===== src/rtl/oka_div_8bit_seq.sv =====
// -----------------------------------------------------------------------------
// oka_div_8bit_seq
//   Sequential inverse of the truncated carry-less multiplier
//   (GF(2)[x] mod x^W). Given a product y and a known multiplicand a,
//   recovers b such that clmul(a, b) mod x^W == y, one bit per cycle.
//
// Ports
//   clk        in   clock, rising edge
//   rst_n      in   asynchronous active-low reset
//   in_valid   in   request present on in_a / in_y
//   in_ready   out  block idle and able to accept a request
//   in_a       in   divisor polynomial a (bit i = coefficient of x^i)
//   in_y       in   dividend (truncated product) y
//   out_valid  out  result held on out_b / out_err
//   out_ready  in   consumer accepts the result
//   out_b      out  quotient b (0 when out_err)
//   out_err    out  a[0] == 0, a not invertible mod x^W
// -----------------------------------------------------------------------------
module oka_div_8bit_seq #(
  parameter int unsigned W = 8
) (
  input  logic         clk,
  input  logic         rst_n,
  input  logic         in_valid,
  output logic         in_ready,
  input  logic [W-1:0] in_a,
  input  logic [W-1:0] in_y,
  output logic         out_valid,
  input  logic         out_ready,
  output logic [W-1:0] out_b,
  output logic         out_err
);

  localparam int unsigned IW = (W > 1) ? $clog2(W) : 1;

  localparam logic [1:0] IDLE = 2'd0;
  localparam logic [1:0] BUSY = 2'd1;
  localparam logic [1:0] DONE = 2'd2;

  localparam logic [IW-1:0] LAST = IW'(W - 1);

  logic [1:0]    state_q, state_d;
  logic [W-1:0]  a_q, a_d;
  logic [W-1:0]  r_q, r_d;
  logic [W-1:0]  b_q, b_d;
  logic [IW-1:0] i_q, i_d;
  logic          err_q, err_d;

  always_comb begin
    state_d = state_q;
    a_d     = a_q;
    r_d     = r_q;
    b_d     = b_q;
    i_d     = i_q;
    err_d   = err_q;
    case (state_q)
      IDLE: begin
        if (in_valid) begin
          a_d     = in_a;
          r_d     = in_y;
          b_d     = '0;
          i_d     = '0;
          err_d   = ~in_a[0];
          state_d = in_a[0] ? BUSY : DONE;
        end
      end
      BUSY: begin
        // Bits below i are already zero in R, so bit i of the remainder is
        // exactly bit i of the quotient; cancelling it with a*x^i (a[0]=1)
        // clears R[i] and only disturbs higher bits.
        b_d[i_q] = r_q[i_q];
        if (r_q[i_q]) begin
          r_d = r_q ^ (a_q << i_q);
        end
        i_d = i_q + IW'(1);
        if (i_q == LAST) begin
          state_d = DONE;
        end
      end
      DONE: begin
        if (out_ready) begin
          state_d = IDLE;
        end
      end
      default: state_d = IDLE;
    endcase
  end

  always_ff @(posedge clk or negedge rst_n) begin
    if (!rst_n) begin
      state_q <= IDLE;
      a_q     <= '0;
      r_q     <= '0;
      b_q     <= '0;
      i_q     <= '0;
      err_q   <= 1'b0;
    end else begin
      state_q <= state_d;
      a_q     <= a_d;
      r_q     <= r_d;
      b_q     <= b_d;
      i_q     <= i_d;
      err_q   <= err_d;
    end
  end

  assign in_ready  = (state_q == IDLE);
  assign out_valid = (state_q == DONE);
  assign out_b     = b_q;
  assign out_err   = err_q;

endmodule

===== config.mk =====
export PLATFORM = sky130hd
export DESIGN_NAME = oka_div_8bit_seq
export DESIGN_NICKNAME = d
export VERILOG_FILES = /design/src/rtl/oka_div_8bit_seq.sv
export SDC_FILE = /design/constraint.sdc
export NUM_CORES = 1
export LEC_CHECK = 0
export CELL_PAD_IN_SITES_DETAIL_PLACEMENT = 1
export CELL_PAD_IN_SITES_GLOBAL_PLACEMENT = 1
export CORE_ASPECT_RATIO = 1.2
export CORE_MARGIN = 5
export CORE_UTILIZATION = 40
export CTS_CLUSTER_SIZE = 25
export DETAILED_ROUTE_END_ITERATION = 16
export GPL_TIMING_DRIVEN = 0
export PLACE_DENSITY = 0.84
export SYNTH_ARGS = -nofsm -noshare
export SYNTH_HDL_FRONTEND = slang
export SYNTH_SLANG_ARGS = --single-unit

===== constraint.sdc =====
create_clock -name clk -period 3.5 [get_ports clk]
set_input_delay 0.525 -clock clk [delete_from_list [all_inputs] [get_ports clk]]
set_output_delay 0.525 -clock clk [all_outputs]
set_load 0.02 [all_outputs]

## Word-level counts from Yosys, hierarchy flattened

Index checks and enable logic that the tools add are counted.

- Register bits: 30
- Input port bits: 20

- Add/subtract/negate cells: 1
- Shift operators: 1
- Order comparisons: 2
- Equal/unequal tests: 7
- Bitwise logic cells: 2
- Mux-type cells: 17
- Reductions and logical operators: 7

Operator list:

| cell | number |
|---|---|
| 8-bit one-hot mux with 2 select lines | 2 |
| 8-bit 2-to-1 mux | 3 |
| 8-bit bitwise mux | 1 |
| 2-bit 2-to-1 mux | 4 |
| 8-bit by 3-bit left shift with 8-bit output | 1 |
| 8-bit XOR | 1 |
| 2-bit != test, second input constant | 3 |
| 2-bit one-hot mux with 3 select lines | 1 |
| 3-bit one-hot mux with 2 select lines | 1 |
| 3-bit AND reduction | 2 |
| 3-bit by 4-bit less-than comparator with 1-bit output, second input constant | 1 |
| 2-bit AND reduction | 2 |
| 3-bit by 1-bit adder with 3-bit output, second input constant | 1 |
| 1-bit binary-select mux with 3-bit select | 1 |
| 1-bit demux with 3-bit select | 1 |
| 3-bit equality test, second input constant | 1 |
| 3-bit by 1-bit >= comparator with 1-bit output, second input constant | 1 |
| 3-bit 2-to-1 mux | 1 |
| 2-bit by 1-bit equality test with 1-bit output, second input constant | 1 |
| 2-bit equality test, second input constant | 1 |
| 2-bit zero test | 1 |
| 1-bit 2-to-1 mux | 2 |
| 2-bit by 1-bit != test with 1-bit output, second input constant | 1 |
| 2-bit nonzero test | 1 |
| 2 further kinds | 2 |

## Depth between registers and ports, before layout

- Depth in word-level cells: 6
- Gate-level depth with buffers: 7
- Depth with buffers taken out: 5

## Worst setup path before layout

OpenSTA, ideal clock, no wires.

- Path type: reg-to-reg
- From: register state_q[0]
- To: register r_q[4]
- Stages on the path, launching flop included: 7
- Slack: 1.752 ns
- Data arrival time: 1.619 ns
- Required time: 3.370 ns
- Setup time: 0.130 ns
- Cells stage by stage: dfrtp_1 nor2_1 and2_1 clkbuf_1 nor4_1 nor4b_1 nor3_1

- Word-level cells in the longest chain between the ends: 3
- Elaborated cells between the ends (all ways): 7

RTL lines:

| element | line | source |
|---|---|---|
| from (decl) | 42 | `logic [1:0] state_q, state_d;` |
| from (signal assigned) | 98 | `state_q <= state_d;` |
| 2-bit zero test * | -- |  |
| named net in_ready | 25 | `output logic in_ready,` |
| 2-bit != test (no line) / 2-bit nonzero test (equally long branches) | -- |  |
| 3-bit AND reduction (no line) | -- |  |
| to (signal assigned) | 100 | `r_q <= r_d;` |
| to (decl) | 44 | `logic [W-1:0] r_q, r_d;` |

Mark *: on every way through the listed nets, which the timed path passes. The rest lies on a longest branch.
A chain may end at the register's enable or synchronous reset.

## Worst setup path after layout

- From: register i_q[0]
- To: register r_q[1]

- Word-level cells in the longest chain between the ends: 4
- Elaborated cells between the ends (all ways): 8

RTL lines:

| element | line | source |
|---|---|---|
| from (decl) | 46 | `logic [IW-1:0] i_q, i_d;` |
| from (signal assigned) | 102 | `i_q <= i_d;` |
| 8-bit by 3-bit left shift with 8-bit output / 1-bit binary-select mux with 3-bit select (equally long branches) | 73, 72 |  |
| 8-bit XOR / 1-bit 2-to-1 mux (equally long branches) | 73, 72 |  |
| 8-bit 2-to-1 mux / 2-bit != test (equally long branches) | -- |  |
| 8-bit one-hot mux with 2 select lines / 3-bit AND reduction (equally long branches) | -- |  |

Parallel ways exist; a longest one is shown, timed or not. The select of a mux whose other input is x is not followed.

==> reports/qor.yml <==
cp_slowest_cell: "o311ai_0"
synth_warnings: 0
core_sq_um: 4262
port-buffer-count: 30
status: "finished, final reports clean"
leakage_nw: 0.9495
grt_overflow: 0
wl_per_cell_microns: 16.51
std_cell_rows: 26
tns_ps: 0
path_max_fanout: 7
synth_ff_type: "dfrtp_1"
drtIter0Drc: 97
fmax_mhz: 464.5
postPlaceCellArea_sq_um: 2131
final_area_sq_um: 2217
postCtsSetupRepairBufs: 0
die_w_microns: 70.56
maxCapViolCount: 0
powerDensity_nw_per_um2: 985.7
die_area_sq_um: 5833
yosys-top-cells-area: "dfrtp_1 (43%), nand2_1 (8.5%), mux2i_1 (6.3%)"
synthAdderAreaFrac: 0.01421
path_cells: "buf_2 > mux2i_1 > o32ai_2 > o311ai_0 > xor2_1 > a21oi_1"
nNetsFinal: 249
synth_cells: 190
hold_viol: 0
start_util: 0.4131
syn-cell-area_sq_um: 1760
critPathTopFamily: "compound AO/OA/AOI/OAI gates"
cts_buffers: 5
end_kind: "flop"
yosys-top-cells-count: "nand2_1 (40), dfrtp_1 (30), mux2i_1 (11), nor2_1 (11)"
tightest_slew_ps: 697.8
drcViolationCount: 0
gp_congestion: 0.9006
ys_types: 46
yosysTopAreaCell: "dfrtp_1"
r2r_start: "i_q[0]"
drt_wl_total_mm: 4.688
synthMuxAreaShare: 0.09453
clock_path_buffers: 2
finalCriticalPeriod_ps: 2153
cts-resized-gates: 0
reg2reg_to: "r_q[1]"
dp_hpwl_mm: 3.484
vdd_drop_max_mv: 0.4206
final_cells: 284
finClkSkew_ps: 3.732
rsz0062_at_grt: "false"
htreeDepth: 2
dr_total_vias: 1606
synth-compound-area-share: 0.1756
grt_max_degree: 31
synth_xor_area_frac: 0.004975
synth_top_family_by_area: "simple AND/OR/NAND/NOR gates"
synth_async_sr_flop_share: 1.000
synth_simple_gate_area_frac: 0.2367
vias_per_cell: 5.655
dp_cells: 276
cts_tree: "done"
synth_edf_count: 0
drv_slew: 0
antenna_cells: 0
crit_arrival_ps: 2300
grt_pass1_vias: 1652
syn_to_final_growth_pct: 25.94
r2r_cells: 6
fin_crit_sh: 0.6151
final_layout_size_suffix_gt1_frac: 0.1053
syn_nets: 212
crit_type: "flop to flop"
ys_seq_elements: 30
path_clk_slew_ps: 60
setup_viol: 0
ys_seq_area_frac: 0.4264
reg2reg_slack_ps: 1350
finalCoreUtilization: 0.5203
totalPowerFinal_mw: 2.185
drt_pass1_iterations: 4
cts_hold_buf: 0
grt_pass1_wl_mm: 8.100
cp_slowest_stage_delay_ps: 660
yosysTopAreaCellShare: 0.4264
clkLatencyLatePin_ps: 280
pin_count: 31
max_slew_margin: 0.5289
detail-route-antenna-nets: 0
yosysMostFrequentCell: "nand2_1"
die_h_microns: 82.67
path_buf_inv: 1
grt_util_all_layers: 0.1784
cp-start-kind: "flop"
root_buffer: "clkbuf_8"
antenna_found_initial: 0
syn_avg_cell_area_sq_um: 9.265
clock_sinks: 30
hold_path.class: "input pin to asynchronous set/reset pin"
critPathRequiredTime_ps: 3650
==> final cells by class <==
class / instances / area [sq um]
clock buffer: 7 / 86.33
inverter: 4 / 15.01
tap: 56 / 70.07
clock inverter: 1 / 5.005
multi-input combinational: 143 / 925.9
fill: 499 / 2044
timing repair buffer: 30 / 295.3
sequential: 30 / 750.7
buffer: 13 / 68.82
==> flip-flops by register name, indices dropped and copies added (netlist names) <==
name and count:
a_q 8, i_q 3, out_b 8, out_err 1, r_q 8, state_q 2
==> per-layer routing <==
| metal | track usage | wire length, microns | up-vias |
|---|---|---|---|
| met5 | 0 | 0 | - |
| met3 | 0.03511 | 178 | 13 |
| met2 | 0.3118 | 2303 | 35 |
| li1 | - | - | 767 |
| met4 | 0.08835 | 170 | 0 |
| met1 | 0.2108 | 2036 | 791 |
==> worst reg2reg max path: stages, from the launching register on <==
cell,delay (ps)
dfrtp_1,370
buf_2,230
mux2i_1,330
o32ai_2,170
o311ai_0,660
xor2_1,190
a21oi_1,80
==> cell families after synthesis <==
| family | Yosys count |
|---|---|
| compound gates | 39 |
| xor+xnor | 1 |
| fa+ha+maj | 2 |
| buf+inv | 17 |
| flops | 30 |
| mux | 14 |
| simple gates | 87 |
==> power breakdown <==
part / leakage (nW) / switching [mW] / internal (mW)
Combinational: 0.526 / 0.725 / 0.528
Clock: 0.0482 / 0.131 / 0.158
Sequential: 0.376 / 0.133 / 0.509
==> cell usage in the layout, fill, tap and decap left out, drive strengths merged, types with 3 or more instances in the layout <==
master / n
nand2: 40
dfrtp: 30
clkdlybuf4s50: 29
clkbuf: 14
nor2: 11
mux2i: 11
o21ai: 8
nand3: 8
nor3: 8
buf: 7
nor2b: 4
nand2b: 4
inv: 4
o41ai: 4
o32ai: 4
o31ai: 3
o311ai: 3
==> how the worst max path moves through the flow <==
stage,startpoint,to,slack (ps),depth (start not counted)
after floorplan,state_q[0],r_q[4],1750,6
final,i_q[0],r_q[1],1350,6
after global placement,in_valid,r_q[6],1160,6
after CTS,i_q[0],r_q[1],1370,6
after detailed placement,in_valid,r_q[6],1210,6
after global routing,i_q[0],r_q[3],1190,6
==> stage by stage <==
step,setup WS [ps],hold WS [ps]
after global routing,1191,342.5
after detailed placement,1215,479.4
after floorplan,1752,229.4
final,1347,281.1
after CTS,1369,498.7
after global placement,1159,462.5
Power figures use the tool's default switching activity.
